===== src/rtl/keypad_pkg.sv =====
// Shared types and constants for the 4x4 keypad column scanner.
// State encoding, matrix geometry and key_code field layout.
package keypad_pkg;

    localparam int NUM_ROWS = 4;
    localparam int NUM_COLS = 4;
    localparam logic [3:0] COL_ALL = 4'b1111;

    // key_code = {row_idx[1:0], col_idx[1:0]}
    localparam int KC_COL_LSB = 0;
    localparam int KC_ROW_LSB = 2;

    typedef enum logic [1:0] {
        IDLE,
        PRESS_DB,
        SCAN,
        HELD
    } state_t;

    // Lowest active row wins when several rows respond.
    function automatic logic [1:0] lowest_row(input logic [3:0] r);
        lowest_row = 2'd0;
        for (int i = NUM_ROWS - 1; i >= 0; i--) begin
            if (r[i]) lowest_row = 2'(i);
        end
    endfunction

    function automatic logic [3:0] col_onehot(input logic [1:0] idx);
        return 4'(4'b0001 << idx);
    endfunction

endpackage


===== src/rtl/keypad_if.sv =====
// Keypad-side signal bundle: row sense, column drive and key report.
// master = scanner, slave = keypad / environment.
interface keypad_if;
    import keypad_pkg::*;

    logic [NUM_ROWS-1:0] row;
    logic                s_row;
    logic [NUM_COLS-1:0] col;
    logic [3:0]          key_code;
    logic                key_valid;
    logic                key_held;

    modport master (
        input  row,
        input  s_row,
        output col,
        output key_code,
        output key_valid,
        output key_held
    );

    modport slave (
        output row,
        output s_row,
        input  col,
        input  key_code,
        input  key_valid,
        input  key_held
    );

endinterface


===== src/rtl/keypad_scanner_debounce_counter.sv =====
// Saturating consecutive-condition counter with clear.
// done is high once the condition has held DEBOUNCE_CYCLES times.
module debounce_counter #(
    parameter int DEBOUNCE_CYCLES = 4
) (
    input  logic clk,
    input  logic rst,
    input  logic clear,
    input  logic step,
    output logic done
);
    localparam int W = $clog2(DEBOUNCE_CYCLES + 1);

    logic [W-1:0] cnt_q;
    logic [W-1:0] cnt_d;

    assign done = (cnt_q == W'(DEBOUNCE_CYCLES));

    // clear restarts the run; clear with step counts the current cycle
    always_comb begin
        cnt_d = cnt_q;
        if (clear) begin
            cnt_d = W'(step);
        end else if (step && !done) begin
            cnt_d = cnt_q + W'(1);
        end
    end

    // Count register
    always_ff @(posedge clk or posedge rst) begin
        if (rst) cnt_q <= '0;
        else     cnt_q <= cnt_d;
    end

endmodule


===== src/rtl/keypad_scanner.sv =====
// 4x4 keypad column scanner: debounces press, scans columns,
// reports one key code per press and tracks the held key.
module keypad_scanner
    import keypad_pkg::*;
#(
    parameter int DEBOUNCE_CYCLES = 4,
    parameter int SETTLE_CYCLES   = 2
) (
    input logic      clk,
    input logic      rst,
    keypad_if.master kp
);
    localparam int SW = $clog2(SETTLE_CYCLES + 1);

    logic [3:0]    row_meta_q;
    logic [3:0]    row_q;

    state_t        state_q, state_d;
    logic [1:0]    col_idx_q, col_idx_d;
    logic [SW-1:0] set_cnt_q, set_cnt_d;
    logic [3:0]    col_q, col_d;
    logic [3:0]    key_code_q, key_code_d;
    logic          key_valid_q, key_valid_d;
    logic          key_held_q, key_held_d;

    logic          deb_clear;
    logic          deb_step;
    logic          deb_done;

    debounce_counter #(
        .DEBOUNCE_CYCLES(DEBOUNCE_CYCLES)
    ) u_deb (
        .clk  (clk),
        .rst  (rst),
        .clear(deb_clear),
        .step (deb_step),
        .done (deb_done)
    );

    // Two-flop synchronizer on the raw row lines
    always_ff @(posedge clk or posedge rst) begin
        if (rst) begin
            row_meta_q <= '0;
            row_q      <= '0;
        end else begin
            row_meta_q <= kp.row;
            row_q      <= row_meta_q;
        end
    end

    // Next-state and registered-output logic for the scan FSM
    always_comb begin
        state_d     = state_q;
        col_idx_d   = col_idx_q;
        set_cnt_d   = set_cnt_q;
        col_d       = col_q;
        key_code_d  = key_code_q;
        key_valid_d = 1'b0;
        key_held_d  = key_held_q;
        deb_clear   = 1'b0;
        deb_step    = 1'b0;

        unique case (state_q)
            IDLE: begin
                col_d      = COL_ALL;
                key_held_d = 1'b0;
                deb_clear  = 1'b1;
                deb_step   = kp.s_row;
                if (kp.s_row) state_d = PRESS_DB;
            end
            PRESS_DB: begin
                if (!kp.s_row) begin
                    state_d   = IDLE;
                    deb_clear = 1'b1;
                end else if (deb_done) begin
                    state_d   = SCAN;
                    deb_clear = 1'b1;
                    col_idx_d = 2'd0;
                    set_cnt_d = '0;
                    col_d     = col_onehot(2'd0);
                end else begin
                    deb_step = 1'b1;
                end
            end
            SCAN: begin
                deb_clear = 1'b1;
                if (set_cnt_q == SW'(SETTLE_CYCLES)) begin
                    if (row_q != 4'b0000) begin
                        key_code_d[KC_ROW_LSB +: 2] = lowest_row(row_q);
                        key_code_d[KC_COL_LSB +: 2] = col_idx_q;
                        key_valid_d = 1'b1;
                        key_held_d  = 1'b1;
                        state_d     = HELD;
                    end else if (col_idx_q != 2'd3) begin
                        col_idx_d = col_idx_q + 2'd1;
                        set_cnt_d = '0;
                        col_d     = col_onehot(col_idx_q + 2'd1);
                    end else begin
                        state_d = IDLE;
                        col_d   = COL_ALL;
                    end
                end else begin
                    set_cnt_d = set_cnt_q + SW'(1);
                end
            end
            HELD: begin
                if (deb_done) begin
                    state_d    = IDLE;
                    key_held_d = 1'b0;
                    col_d      = COL_ALL;
                    deb_clear  = 1'b1;
                end else if (row_q == 4'b0000) begin
                    deb_step = 1'b1;
                end else begin
                    deb_clear = 1'b1;
                end
            end
            default: begin
                state_d = IDLE;
                col_d   = COL_ALL;
            end
        endcase
    end

    // FSM state and output registers
    always_ff @(posedge clk or posedge rst) begin
        if (rst) begin
            state_q     <= IDLE;
            col_idx_q   <= '0;
            set_cnt_q   <= '0;
            col_q       <= COL_ALL;
            key_code_q  <= '0;
            key_valid_q <= 1'b0;
            key_held_q  <= 1'b0;
        end else begin
            state_q     <= state_d;
            col_idx_q   <= col_idx_d;
            set_cnt_q   <= set_cnt_d;
            col_q       <= col_d;
            key_code_q  <= key_code_d;
            key_valid_q <= key_valid_d;
            key_held_q  <= key_held_d;
        end
    end

    assign kp.col       = col_q;
    assign kp.key_code  = key_code_q;
    assign kp.key_valid = key_valid_q;
    assign kp.key_held  = key_held_q;

endmodule


===== src/flat_wrapper.sv =====
// flat-port wrapper written by rule: the top's interface ports become plain ports
module keypad_scanner_flat import keypad_pkg::*;
#(
    parameter int DEBOUNCE_CYCLES = 4,
    parameter int SETTLE_CYCLES   = 2
)
  (clk, rst, kp_row, kp_s_row, kp_col, kp_key_code, kp_key_valid, kp_key_held);
  keypad_if kp_i ();
  input logic clk;
  input logic rst;
  input wire logic [$bits(kp_i.row)-1:0] kp_row;
  input wire logic [$bits(kp_i.s_row)-1:0] kp_s_row;
  output wire logic [$bits(kp_i.col)-1:0] kp_col;
  output wire logic [$bits(kp_i.key_code)-1:0] kp_key_code;
  output wire logic [$bits(kp_i.key_valid)-1:0] kp_key_valid;
  output wire logic [$bits(kp_i.key_held)-1:0] kp_key_held;
  assign kp_i.row = kp_row;
  assign kp_i.s_row = kp_s_row;
  assign kp_col = kp_i.col;
  assign kp_key_code = kp_i.key_code;
  assign kp_key_valid = kp_i.key_valid;
  assign kp_key_held = kp_i.key_held;
  keypad_scanner #(.DEBOUNCE_CYCLES(DEBOUNCE_CYCLES), .SETTLE_CYCLES(SETTLE_CYCLES)) u_core (.clk(clk), .rst(rst), .kp(kp_i));
endmodule

===== config.mk =====
export PLATFORM = sky130hd
export DESIGN_NAME = keypad_scanner_flat
export DESIGN_NICKNAME = d
export VERILOG_FILES = /design/src/rtl/keypad_pkg.sv /design/src/rtl/keypad_if.sv /design/src/rtl/keypad_scanner_debounce_counter.sv /design/src/rtl/keypad_scanner.sv /design/src/flat_wrapper.sv
export SDC_FILE = /design/constraint.sdc
export NUM_CORES = 1
export LEC_CHECK = 0
export ABC_AREA = 1
export CORE_MARGIN = 2
export CORE_UTILIZATION = 25
export CTS_CLUSTER_SIZE = 30
export DETAILED_ROUTE_END_ITERATION = 12
export SYNTH_ARGS = -nofsm -noshare
export SYNTH_HDL_FRONTEND = slang
export SYNTH_SLANG_ARGS = --single-unit

===== constraint.sdc =====
create_clock -name clk -period 4.5 [get_ports clk]
set_input_delay 1.35 -clock clk [delete_from_list [all_inputs] [get_ports clk]]
set_output_delay 1.35 -clock clk [all_outputs]
set_load 0.05 [all_outputs]

==> results.py <==
metrics = {
    "floorplan": {
        "die_y_um": 78.8,
        "std_cell_rows": 27,
        "start_util_pct": 25.6,
        "coreArea_mm2": 0.00547,
        "die-width_um": 78.8,
        "pin_count": 17,
        "dieArea_mm2": 0.00621,
    },
    "timing": {
        "hold_viol_final": 0,
        "relSlewSlack_pct": 32.1,
        "drv_slew": 0,
        "fmax_mhz": 339,
        "min_period_over_period_pct": 65.6,
        "setup_viol": 0,
        "fin_skew_ns": 0.00212,
        "worst_slew_pin_slew_ns": 1.02,
        "period_needed_ns": 2.95,
        "tns_ns": 0,
        "rsz0062_at_grt": "false",
    },
    "synth": {
        "ys_ff_latch": 27,
        "synth_fp_nets": 180,
        "synth.distinct_cells": 25,
        "avgSynthCellArea_um2": 8.64,
        "seq_area_frac_synth_pct": 48.6,
        "syn_inst": 162,
        "synth_area_mm2": 0.00140,
        "ys_warn_count": 0,
    },
    "clock_network": {
        "hold_buffers": 0,
        "worst_skew_pair.late_latency_ns": 0.27,
        "cts_made_buffers": 3,
        "postCtsSetupBuffers": 0,
        "htreeDepth": 1,
        "cts_tree": "yes",
        "clk_pin_slew_ns": 0.10,
        "clockBufferDepth": 2,
        "clock_tree.root_cell": "clkbuf_8",
        "post_cts_resized": 0,
        "clock-sinks": 27,
    },
    "worst_setup_path": {
        "worst-path-buf-inv": 1,
        "crit_type": "register to output pin",
        "required_ns": 3.15,
        "arrival_ns": 1.60,
        "cp-end-kind": "output pin",
        "slowest_stage": "clkdlybuf4s50_1",
        "cp_slowest_stage_delay_ns": 0.79,
        "path_cells": "clkdlybuf4s50_1",
        "critical_path_peak_fanout": 2,
        "start_kind": "register",
        "cp_top_family": "buffers and inverters",
    },
    "layout": {
        "antenna_cells": 0,
        "final_cell_area_mm2": 0.00169,
        "final_nets": 200,
        "syn_to_final_growth_pct": 20.8,
        "mostFrequentLayoutCells": "nand2_1 (37), inv_1 (25), dfrtp_1 (23), o21ai_0 (19), clkdlybuf4s50_1 (16)",
        "fillers": 592,
        "final_common_cell": "nand2_1",
        "seq_area_um2": 681,
        "multi_input_area_um2": 609,
        "drive_above_1_share_pct": 9.94,
    },
    "grt": {
        "grt_max_degree": 28,
        "first_global_vias": 1031,
        "track_usage_pct": 9.07,
        "grt_pass1_wl_um": 4540,
        "antenna_found_initial": 0,
        "overflow": 0,
    },
    "detailed_routing": {
        "avgViaCountPerCell": 4.09,
        "drt_iter0_drc": 71,
        "vias": 1034,
        "totalWireLength_um": 2460,
        "drc": 0,
        "ant_nets": 0,
        "wire_per_inst_um": 9.73,
        "firstDrtPassIters": 4,
    },
    "placement": {
        "finalWeightedCongestion": 0.805,
        "port_buffers": 16,
        "place_area_mm2": 0.00164,
        "dp_hpwl_um": 1850,
    },
    "status": {
        "status": "finished clean",
    },
    "pwr": {
        "power.leakage_nw": 0.812,
        "ir_drop_v": 0.000248,
        "power_density_mw_per_mm2": 566,
        "power_w": 0.000957,
    },
    "worst_hold_path": {
        "hp-class": "register to register",
    },
    "job": {
        "max-cap-violations": 0,
    },
}
[path summary, 6_finish.rpt]
check	endpoint	start	cells after the start	slack (ns)
max	kp_col[0]	u_core.kp.col[0]	1	1.55
min	u_core.row_q[2]	u_core.row_meta_q[2]	0	0.36
max reg2reg	u_core.set_cnt_q[1]	u_core.state_q[0]	8	2.52
min reg2reg	u_core.row_q[2]	u_core.row_meta_q[2]	0	0.36
max in group asynchronous	u_core.col_idx_q[1]	rst	2	2.28
min in group asynchronous	u_core.row_meta_q[2]	rst	2	1.61
[cells in the mapped netlist, drive strengths merged]
master | number | area (um^2)
and3 | 1 | 6.26
nor3 | 3 | 31.3
nand3b | 1 | 7.51
nand2 | 41 | 164
nor2 | 10 | 45.0
dfrtp | 23 | 576
nand3 | 8 | 40.0
o21ai | 21 | 109
dfstp | 4 | 105
o31ai | 2 | 15.0
nand4 | 2 | 12.5
o21bai | 1 | 7.51
buf | 1 | 7.51
clkinv | 1 | 5.00
xnor2 | 1 | 8.76
inv | 26 | 97.6
a21oi | 5 | 25.0
ha | 11 | 138
[area by class of cell]
type | instances | area share, %
Clock inverter | 1 | 0.444
Clock buffer | 3 | 2.44
Multi-Input combinational cell | 107 | 36.0
Sequential cell | 27 | 40.2
Tap cell | 72 | 5.33
Timing Repair Buffer | 16 | 9.47
Inverter | 27 | 6.07
[state kept, by name, indices dropped and copies added (netlist names)]
signal,count
u_core.u_deb.cnt_q,3
u_core.row_q,4
u_core.kp.key_code,4
u_core.kp.key_held,1
u_core.row_meta_q,4
u_core.kp.col,4
u_core.kp.key_valid,1
u_core.col_idx_q,2
u_core.set_cnt_q,2
u_core.state_q,2
[through the flow]
step	hold WS, ns	util, %	worst slack [ns]	std cells
2_1_floorplan	0.331	-	2.46	162
3_3_place_gp	0.334	30.0	1.82	249
3_5_place_dp	0.335	30.0	1.78	249
4_1_cts	0.359	30.9	1.54	253
5_1_grt	0.363	30.9	1.50	253
6_report	0.356	30.9	1.55	253
[kinds of logic (layout without fill, tap and decap cells)]
family          Yosys count  count (layout)  synth area share, %
compound gates           29              29                 11.2
xor+xnor                  1               1                0.626
fa+ha+maj                11              11                 9.83
buf+inv                  28              47                 7.86
flops                    27              27                 48.6
simple gates             66              66                 21.9
[routing by layer]
layer	global-route usage (%)	wire length (um)
met5	0	0
met4	1.38	10
met3	3.07	116
met2	15.3	1130
met1	11.6	1200
[where the power goes]
| group | total [W] | switching [W] | internal [W] |
|---|---|---|---|
| Sequential | 0.000347 | 0.0000375 | 0.000310 |
| Clock | 0.000142 | 0.0000791 | 0.0000629 |
| Combinational | 0.000468 | 0.000302 | 0.000166 |
No activity file was read; power rests on OpenSTA's default activity.
